File: config.mk
export PLATFORM = sky130hd
export DESIGN_NAME = hazard_unit_mc
export DESIGN_NICKNAME = d
export VERILOG_FILES = /design/src/rtl/hazard_unit_mc.sv
export SDC_FILE = /design/constraint.sdc
export NUM_CORES = 1
export LEC_CHECK = 0
export ABC_CLOCK_PERIOD_IN_PS = 3880
export CORE_MARGIN = 5
export CORE_UTILIZATION = 42
export DETAILED_ROUTE_END_ITERATION = 7
export PLACE_DENSITY = 0.79
export SYNTH_ARGS = -nofsm -noshare
export SYNTH_HDL_FRONTEND = slang
export SYNTH_SLANG_ARGS = --single-unit
export TNS_END_PERCENT = 5
File: constraint.sdc
create_clock -name clk -period 3.88 [get_ports clk]
set_input_delay 0.97 -clock clk [delete_from_list [all_inputs] [get_ports clk]]
set_output_delay 0.97 -clock clk [all_outputs]
set_load 0.02 [all_outputs]
File: src/rtl/hazard_unit_mc.sv
// rtl/hazard_unit_mc.sv - hazard unit with multi-source forwarding and a multi-cycle execute scoreboard
//
// Purpose: detects data and structural hazards for a 5-stage MIPS pipeline and
// drives the stall, flush and forwarding selects for every stage. Each
// instruction may read up to NUM_SRC registers. One multi-cycle execute unit
// (MUL/DIV class) is tracked by a small IDLE/BUSY scoreboard.
//
// Ports:
//   clk, reset                  clock, synchronous active-high reset
//   BranchD                     branch in Decode
//   SrcD / SrcValidD            Decode source registers and read enables
//   SrcE / SrcValidE            Execute source registers and read enables
//   McStartD                    Decode holds a multi-cycle op
//   McStartE / McDestE          multi-cycle issue in Execute and its destination
//   MemtoRegE, MemtoRegM        load in E / M
//   RegWriteE/M/W, WriteRegE/M/W  register writes and destinations in E / M / W
//   StallF, StallD, FlushE      pipeline control
//   ForwardD                    per-source ALUOutM select for the branch compare
//   ForwardE                    per-source select: 00 regfile, 01 ResultW, 10 ALUOutM
//   McBusy, McDone, McErr       multi-cycle unit occupied / result written / protocol error
//   StallCount                  saturating count of cycles with StallD high

module hazard_unit_mc #(
    parameter int REG_W       = 5,
    parameter int NUM_SRC     = 3,
    parameter int MC_LATENCY  = 4,
    parameter int STALL_CNT_W = 16
) (
    input  logic                       clk,
    input  logic                       reset,
    input  logic                       BranchD,
    input  logic [NUM_SRC*REG_W-1:0]   SrcD,
    input  logic [NUM_SRC-1:0]         SrcValidD,
    input  logic [NUM_SRC*REG_W-1:0]   SrcE,
    input  logic [NUM_SRC-1:0]         SrcValidE,
    input  logic                       McStartD,
    input  logic                       McStartE,
    input  logic [REG_W-1:0]           McDestE,
    input  logic                       MemtoRegE,
    input  logic                       MemtoRegM,
    input  logic                       RegWriteE,
    input  logic                       RegWriteM,
    input  logic                       RegWriteW,
    input  logic [REG_W-1:0]           WriteRegE,
    input  logic [REG_W-1:0]           WriteRegM,
    input  logic [REG_W-1:0]           WriteRegW,
    output logic                       StallF,
    output logic                       StallD,
    output logic                       FlushE,
    output logic [NUM_SRC-1:0]         ForwardD,
    output logic [2*NUM_SRC-1:0]       ForwardE,
    output logic                       McBusy,
    output logic                       McDone,
    output logic                       McErr,
    output logic [STALL_CNT_W-1:0]     StallCount
);

    localparam int CNT_W  = $clog2(MC_LATENCY);
    // Branch compares only read Rs and Rt.
    localparam int BR_SRC = (NUM_SRC < 2) ? NUM_SRC : 2;
    // Counter holds remaining busy cycles after the first; zero marks the McDone cycle.
    localparam logic [CNT_W-1:0] CNT_LOAD = CNT_W'(MC_LATENCY - 1);

    typedef enum logic {
        MC_IDLE = 1'b0,
        MC_BUSY = 1'b1
    } mc_state_t;

    mc_state_t          state_q, state_d;
    logic [CNT_W-1:0]   cnt_q, cnt_d;
    logic [REG_W-1:0]   dest_q, dest_d;
    logic               err_q, err_d;
    logic [STALL_CNT_W-1:0] stall_cnt_q;

    logic lwstall, branchstall, mcrawstall, mcstructstall, stall;

    // Register 0 is hardwired and never creates a dependency.
    function automatic logic reg_match(input logic [REG_W-1:0] a, input logic [REG_W-1:0] b);
        return (a != '0) && (a == b);
    endfunction

    // Scoreboard state register
    always_ff @(posedge clk) begin
        if (reset) begin
            state_q <= MC_IDLE;
            cnt_q   <= '0;
            dest_q  <= '0;
            err_q   <= 1'b0;
        end else begin
            state_q <= state_d;
            cnt_q   <= cnt_d;
            dest_q  <= dest_d;
            err_q   <= err_d;
        end
    end

    // Scoreboard next-state logic
    always_comb begin
        state_d = state_q;
        cnt_d   = cnt_q;
        dest_d  = dest_q;
        err_d   = err_q;
        case (state_q)
            MC_IDLE: begin
                if (McStartE) begin
                    state_d = MC_BUSY;
                    cnt_d   = CNT_LOAD;
                    dest_d  = McDestE;
                end
            end
            MC_BUSY: begin
                if (cnt_q == '0) begin
                    // Result is written this cycle, so a new issue can follow back-to-back.
                    if (McStartE) begin
                        cnt_d  = CNT_LOAD;
                        dest_d = McDestE;
                    end else begin
                        state_d = MC_IDLE;
                    end
                end else begin
                    cnt_d = cnt_q - 1'b1;
                    // Issue into an occupied unit: keep the in-flight op, flag the violation.
                    if (McStartE) begin
                        err_d = 1'b1;
                    end
                end
            end
            default: begin
                state_d = MC_IDLE;
            end
        endcase
    end

    // Scoreboard outputs
    always_comb begin
        McBusy = (state_q == MC_BUSY);
        McDone = (state_q == MC_BUSY) && (cnt_q == '0);
        McErr  = err_q;
    end

    // Forwarding selects
    always_comb begin
        ForwardE = '0;
        ForwardD = '0;
        for (int i = 0; i < NUM_SRC; i++) begin
            if (SrcValidE[i] && RegWriteM && reg_match(WriteRegM, SrcE[i*REG_W +: REG_W])) begin
                ForwardE[2*i +: 2] = 2'b10;
            end else if (SrcValidE[i] && RegWriteW && reg_match(WriteRegW, SrcE[i*REG_W +: REG_W])) begin
                ForwardE[2*i +: 2] = 2'b01;
            end
            ForwardD[i] = SrcValidD[i] && RegWriteM && reg_match(WriteRegM, SrcD[i*REG_W +: REG_W]);
        end
    end

    // Stall detection
    always_comb begin
        lwstall     = 1'b0;
        branchstall = 1'b0;
        mcrawstall  = 1'b0;
        for (int i = 0; i < NUM_SRC; i++) begin
            if (SrcValidD[i] && reg_match(WriteRegE, SrcD[i*REG_W +: REG_W])) begin
                lwstall = lwstall | MemtoRegE;
            end
            if (SrcValidD[i] && reg_match(dest_q, SrcD[i*REG_W +: REG_W])) begin
                mcrawstall = 1'b1;
            end
        end
        for (int i = 0; i < BR_SRC; i++) begin
            if (SrcValidD[i]) begin
                if (RegWriteE && reg_match(WriteRegE, SrcD[i*REG_W +: REG_W])) begin
                    branchstall = 1'b1;
                end
                if (MemtoRegM && reg_match(WriteRegM, SrcD[i*REG_W +: REG_W])) begin
                    branchstall = 1'b1;
                end
            end
        end
        branchstall = branchstall & BranchD;
        // In the McDone cycle the register file writes first-half, so no stall is needed.
        mcrawstall    = mcrawstall & McBusy & ~McDone;
        mcstructstall = McStartD & McBusy & ~McDone;
        stall         = lwstall | branchstall | mcrawstall | mcstructstall;
        StallF        = stall;
        StallD        = stall;
        FlushE        = stall;
    end

    // Saturating stall counter
    always_ff @(posedge clk) begin
        if (reset) begin
            stall_cnt_q <= '0;
        end else if (StallD && (stall_cnt_q != '1)) begin
            stall_cnt_q <= stall_cnt_q + 1'b1;
        end
    end

    assign StallCount = stall_cnt_q;

endmodule

==> flow_summary.yaml, run 1 <==
worst_setup_path:
  start_kind: "input port"
  r2r-start: "dest_q[1]$_SDFFE_PP0P_"
  cp_data_arrival_time_ns: 2.88
  rrSetupSlack_ns: 1.43
  crit_path_end_kind: "primary output"
  worstPathMaxFanout: 4
  worst_r2r_path_depth: 8
  critPathKind: "in -> out"
  reg2reg_to: "StallCount[5]$_SDFFE_PP0P_"
  required_ns: 2.91
timing:
  rsz0062_at_grt: "yes"
  setup_viol: 0
  drv_slew: 0
  fmax_ghz: 0.260
  fin_skew_ns: 0.00701
  fin_crit_ns: 3.85
  hold_ws_ns: 0.487
  fin_crit_sh_pct: 99.1
  setup_tns_ns: 0
  tightest_slew_ns: 0.658
  setup_ws_ns: 0.0338
  hold_violations: 0
  maxSlewHeadroom_pct: 56.0
route:
  firstDrtPassIters: 4
  drc: 0
  wl_per_cell_um: 16.2
  vias: 2600
  ant_nets: 0
  viasPerCell: 5.54
  drt_wl_total_mm: 7.60
  drtIter0Drc: 107
grt:
  grt_pass1_wl_mm: 12.6
  grt_max_degree: 26
  grt_pass1_vias: 2585
  grt_util_all_layers_pct: 21.4
  overflow: 0
  antenna_found_initial: 0
finish:
  syn_to_final_growth_pct: 57.6
  diodes: 0
  layout-drive-gt1-share_pct: 14.3
  nNetsFinal: 467
  nFillCells: 432
  layout_common_cells: "clkdlybuf4s50_1 (83), xnor2_1 (43), buf_4 (39)"
  mostFrequentLayoutCell: "clkdlybuf4s50_1"
synthesis:
  yosysSeqAreaShare_pct: 22.2
  syn_area_per_cell_um2: 8.11
  yosys.cell_types.count: 42
  async_flop_share_pct: 0
  synth_ff_type: "dfxtp_1"
  syn_inst: 278
  synth.largest_area_cell: "dfxtp_1"
  synth_edf_count: 0
  yosysTopAreaCellShare_pct: 22.2
  synth-seq-cells: 25
  yosysWarnings: 0
  yosys-top-cells-area: "dfxtp_1 (22%), xnor2_1 (17%), xor2_1 (13%)"
  syn_area_mm2: 0.00225
  syn_nets: 345
clock_tree:
  cts_made_buffers: 3
  clock_latency_ns: 0.27
  hold_buffers: 0
  cts_tree: "built"
  cts_setup_buffers: 0
  htreeDepth: 1
  cts-root-buf: "clkbuf_8"
  clockBufferDepth: 2
  path_clk_slew_ns: 0.08
  clkSinkCount: 25
placed_design:
  gp_congestion: 0.921
  hpwl_mm: 6.08
  dp_slack_ns: -0.341
  port_buffers: 96
power:
  p_seq_share_pct: 39.5
  switching_share_pct: 30.2
  peakVddDrop_mv: 0.199
  p_int_mw: 0.489
  clock_power_share_pct: 22.1
  p_sw_mw: 0.212
  pwr-share-comb_pct: 38.4
  p_per_area_mw_per_mm2: 197
  fin_total_pwr_mw: 0.700
  p_leak_nw: 1.35
job:
  drv_cap: 0
status:
  outcome: "finished, final reports clean"
die:
  coreArea_mm2: 0.00517
  dieWidth_um: 83.3
  fp-row-count: 26
  initial_core_util_pct: 43.6
  die_y_um: 83.3
  pin_count: 97
  design.die.area_mm2: 0.00693
hold_path:
  holdPathStages: 2
  hold_start: "McErr$_SDFFE_PP0P_"
  hold_path_class: "reg -> reg"
  min_to: "McErr$_SDFFE_PP0P_"
Yosys cell counts, types with 3 or more instances:
| master | count |
|---|---|
| clkbuf_1 | 7 |
| xnor2_1 | 43 |
| buf_4 | 7 |
| nand3_1 | 15 |
| and4_1 | 4 |
| dfxtp_1 | 25 |
| a211oi_1 | 4 |
| nand4_1 | 11 |
| inv_1 | 4 |
| nand2_1 | 11 |
| or4_1 | 11 |
| and3_1 | 3 |
| xor2_1 | 33 |
| mux2i_1 | 5 |
| nor2_1 | 15 |
| and2_1 | 4 |
| nor4_1 | 11 |
| o21ai_0 | 4 |
| o31ai_1 | 10 |
| nor3_1 | 10 |
| a21oi_1 | 14 |
power by group through the flow:
stage	Combinational (mW)	Sequential (mW)	Clock, mW
after detailed placement	0.266	0.282	0
after global routing	0.290	0.278	0.168
after floorplan	0.124	0.282	0
final	0.269	0.276	0.155
after global placement	0.260	0.282	0
after CTS	0.267	0.276	0.159
routing by layer:
layer / up-vias / wire, um / track usage (%)
met3: 14 / 474 / 3.27
li1: 1261 / - / -
met4: 0 / 140 / 6.84
met1: 1200 / 3380 / 27.7
met5: - / 0 / 0
met2: 125 / 3600 / 36.4
worst max-delay path, stage by stage:
cell	delay [ns]
clkdlybuf4s50_1	0.43
or4_4	0.57
o21ai_0	0.19
buf_4	0.17
nor3_1	0.06
nor3_1	0.16
clkdlybuf4s15_1	0.33
per-stage QoR:
step / std cells / utilization (%) / area (um2)
2_1_floorplan: 278 / - / 2250
3_3_place_gp: 465 / 67.4 / 3490
3_5_place_dp: 465 / 67.4 / 3490
4_1_cts: 469 / 68.4 / 3540
5_1_grt: 469 / 68.7 / 3550
6_report: 469 / 68.7 / 3550
state kept, by name, indices dropped and copies added (netlist names):
register	count
McBusy	1
dest_q	5
McErr	1
cnt_q	2
StallCount	16
worst max path at each step:
stage / to / slack [ns] / cells past startpoint / startpoint
floorplan: ForwardE[0] / 0.19 / 5 / WriteRegM[1]
global placement: ForwardE[0] / -0.27 / 7 / WriteRegM[1]
detailed placement: FlushE / -0.34 / 8 / SrcD[11]
CTS: FlushE / -0.004 / 8 / WriteRegM[1]
global route: ForwardE[4] / -0.07 / 7 / WriteRegM[1]
finish: ForwardE[4] / 0.03 / 7 / WriteRegM[1]
logic make-up after synthesis:
group	Yosys count	synth area share (%)
AND/OR/NAND/NOR	102	25.5
XOR/XNOR	76	29.5
AO/OA/AOI/OAI	46	14.3
flip-flops	25	22.2
buffers and inverters	22	5.27
multiplexers	6	2.72
adder cells (fa/ha/maj)	1	0.555
area by class of cell:
cell class,count,area (um2),share of cell area (%)
sequential,25,500,14.1
timing repair buffer,134,1220,34.4
clock buffer,4,45.0,1.27
multi-input combinational,231,1680,47.2
tap,70,87.6,2.46
inverter,5,18.8,0.528
what timing repair did:
item                                    in CTS  in global routing
gates cloned                                 0                  0
endpoints found under the setup margin      12                  8
hold endpoints to repair                     0                  0
pin swaps                                    0                  1
gates resized for setup                     15                 17
No activity file was read; power rests on OpenSTA's default activity.
==> run 2: changes to the inputs <==
--- a/config.mk
+++ b/config.mk
@@ -7,9 +7,10 @@
 export LEC_CHECK = 0
 export ABC_CLOCK_PERIOD_IN_PS = 3880
 export CORE_MARGIN = 5
-export CORE_UTILIZATION = 42
+export CORE_UTILIZATION = 32
+export CTS_BUF_LIST = sky130_fd_sc_hd__clkbuf_16
 export DETAILED_ROUTE_END_ITERATION = 7
-export PLACE_DENSITY = 0.79
+export PLACE_DENSITY = 0.62
 export SYNTH_ARGS = -nofsm -noshare
 export SYNTH_HDL_FRONTEND = slang
 export SYNTH_SLANG_ARGS = --single-unit
==> flow_summary.yaml, run 2 (same netlist as run 1, synthesis figures left out) <==
timing:
  maxSlewHeadroom_pct: 38.0
  setup_ws_ns: -0.0624
  hold_ws_ns: 0.484
  fin_crit_sh_pct: 102
  setup_viol: 1
  fmax_ghz: 0.254
  rsz0062_at_grt: "yes"
  drv_slew: 0
  setup_tns_ns: -0.0624
  fin_skew_ns: 0.00156
  tightest_slew_ns: 0.928
  fin_crit_ns: 3.94
  hold_violations: 0
clock_tree:
  clkSinkCount: 25
  path_clk_slew_ns: 0.06
  htreeDepth: 1
  cts_made_buffers: 3
  cts-root-buf: "clkbuf_16"
  cts_tree: "built"
  clock_latency_ns: 0.26
  hold_buffers: 0
  clockBufferDepth: 2
  cts_setup_buffers: 0
power:
  p_per_area_mw_per_mm2: 213
  peakVddDrop_mv: 0.230
  fin_total_pwr_mw: 0.772
  p_leak_nw: 1.35
die:
  fp-row-count: 30
  pin_count: 97
  initial_core_util_pct: 33.0
  design.die.area_mm2: 0.00882
  coreArea_mm2: 0.00683
  dieWidth_um: 93.9
  die_y_um: 93.9
worst_setup_path:
  required_ns: 2.91
  slowest_delay_ns: 0.58
  crit_path_top_delay_cell: "or4_4"
  critPathKind: "in -> out"
  cp_data_arrival_time_ns: 2.97
  worstPathMaxFanout: 4
  path_cells: "clkdlybuf4s50_1, or4_4, nor2_4, nor4_4, o21bai_2, o211a_4, inv_2, dlygate4sd2_1"
  start_kind: "input port"
  crit_path_end_kind: "primary output"
finish:
  layout_common_cells: "clkdlybuf4s50_1 (83), xnor2_1 (43), buf_4 (40)"
  nFillCells: 681
  mostFrequentLayoutCell: "clkdlybuf4s50_1"
  final_cells: 496
  final_util_pct: 53.1
  diodes: 0
  layout-drive-gt1-share_pct: 15.0
  stdcell_area_mm2: 0.00363
  syn_to_final_growth_pct: 61.0
  largest_reg_flops: 16
  nNetsFinal: 468
route:
  drtIter0Drc: 112
  firstDrtPassIters: 4
  drt_wl_total_mm: 7.98
  wl_per_cell_um: 16.1
  drc: 0
  viasPerCell: 5.11
  ant_nets: 0
  vias: 2535
status:
  violations: "negative setup slack"
  outcome: "finished, violations left"
grt:
  grt_util_all_layers_pct: 17.4
  grtUsageMet3_pct: 3.29
  overflow: 0
  grt_busiest_layer: "met2"
  grt_pass1_vias: 2507
  grtUsageMet2_pct: 29.9
  grt_max_degree: 26
  met1_usage_pct: 22.6
  grt_pass1_wl_mm: 12.4
  antenna_found_initial: 0
placed_design:
  gp_congestion: 0.838
  hpwl_mm: 6.32
  dpl_cell_area_mm2: 0.00353
  dp.cells: 492
  dp_slack_ns: -0.429
  port_buffers: 96
hold_path:
  hold_path_class: "reg -> reg"
job:
  drv_cap: 0
## run 2: cell count changes in the layout (fill, tap and decap cells not counted), sizes merged
cell          previous run  this run
clkbuf                   8         6
inv                      5         6
dlymetal6s2s             2         1
buf                     39        42
## run 2: cell type report
| class | instances | area [um2] | share of cell area, % |
|---|---|---|---|
| inverter | 5 | 18.8 | 0.517 |
| timing repair buffer | 135 | 1230 | 33.9 |
| sequential | 25 | 500 | 13.8 |
| clock buffer | 3 | 75.1 | 2.07 |
| tap | 96 | 120 | 3.31 |
| clock inverter | 1 | 3.75 | 0.103 |
| multi-input combinational | 231 | 1680 | 46.3 |
## run 2: power breakdown
part | internal, mW | switching, mW
sequential | 0.264 | 0.0127
combinational | 0.151 | 0.118
clock | 0.138 | 0.0883
## run 2: worst paths after layout
kind / startpoint / end / slack [ns] / cells past startpoint
setup / recovery: WriteRegM[1] / StallD / -0.06 / 8
hold / removal: McErr$_SDFFE_PP0P_ / McErr$_SDFFE_PP0P_ / 0.48 / 2
setup reg to reg: dest_q[1]$_SDFFE_PP0P_ / StallCount[4]$_SDFFE_PP0P_ / 1.45 / 8
hold reg to reg: McErr$_SDFFE_PP0P_ / McErr$_SDFFE_PP0P_ / 0.48 / 2
## run 2: per-layer routing
layer | share of wire, % | wire [um]
met4 | 0.95 | 76
met1 | 46 | 3650
met2 | 47 | 3720
met5 | 0 | 0
met3 | 6.7 | 534
## run 2: repair_timing
action	in CTS	in global routing
endpoints found under the setup margin	12	9
gates resized for setup	25	14
pin swaps	1	1
cloned	0	0
## run 2: worst max-delay path: cells and delay by family
family,cells,cell delay (ns)
AO/OA/AOI/OAI,2,0.38
buffers and inverters,3,0.81
AND/OR/NAND/NOR,3,0.82
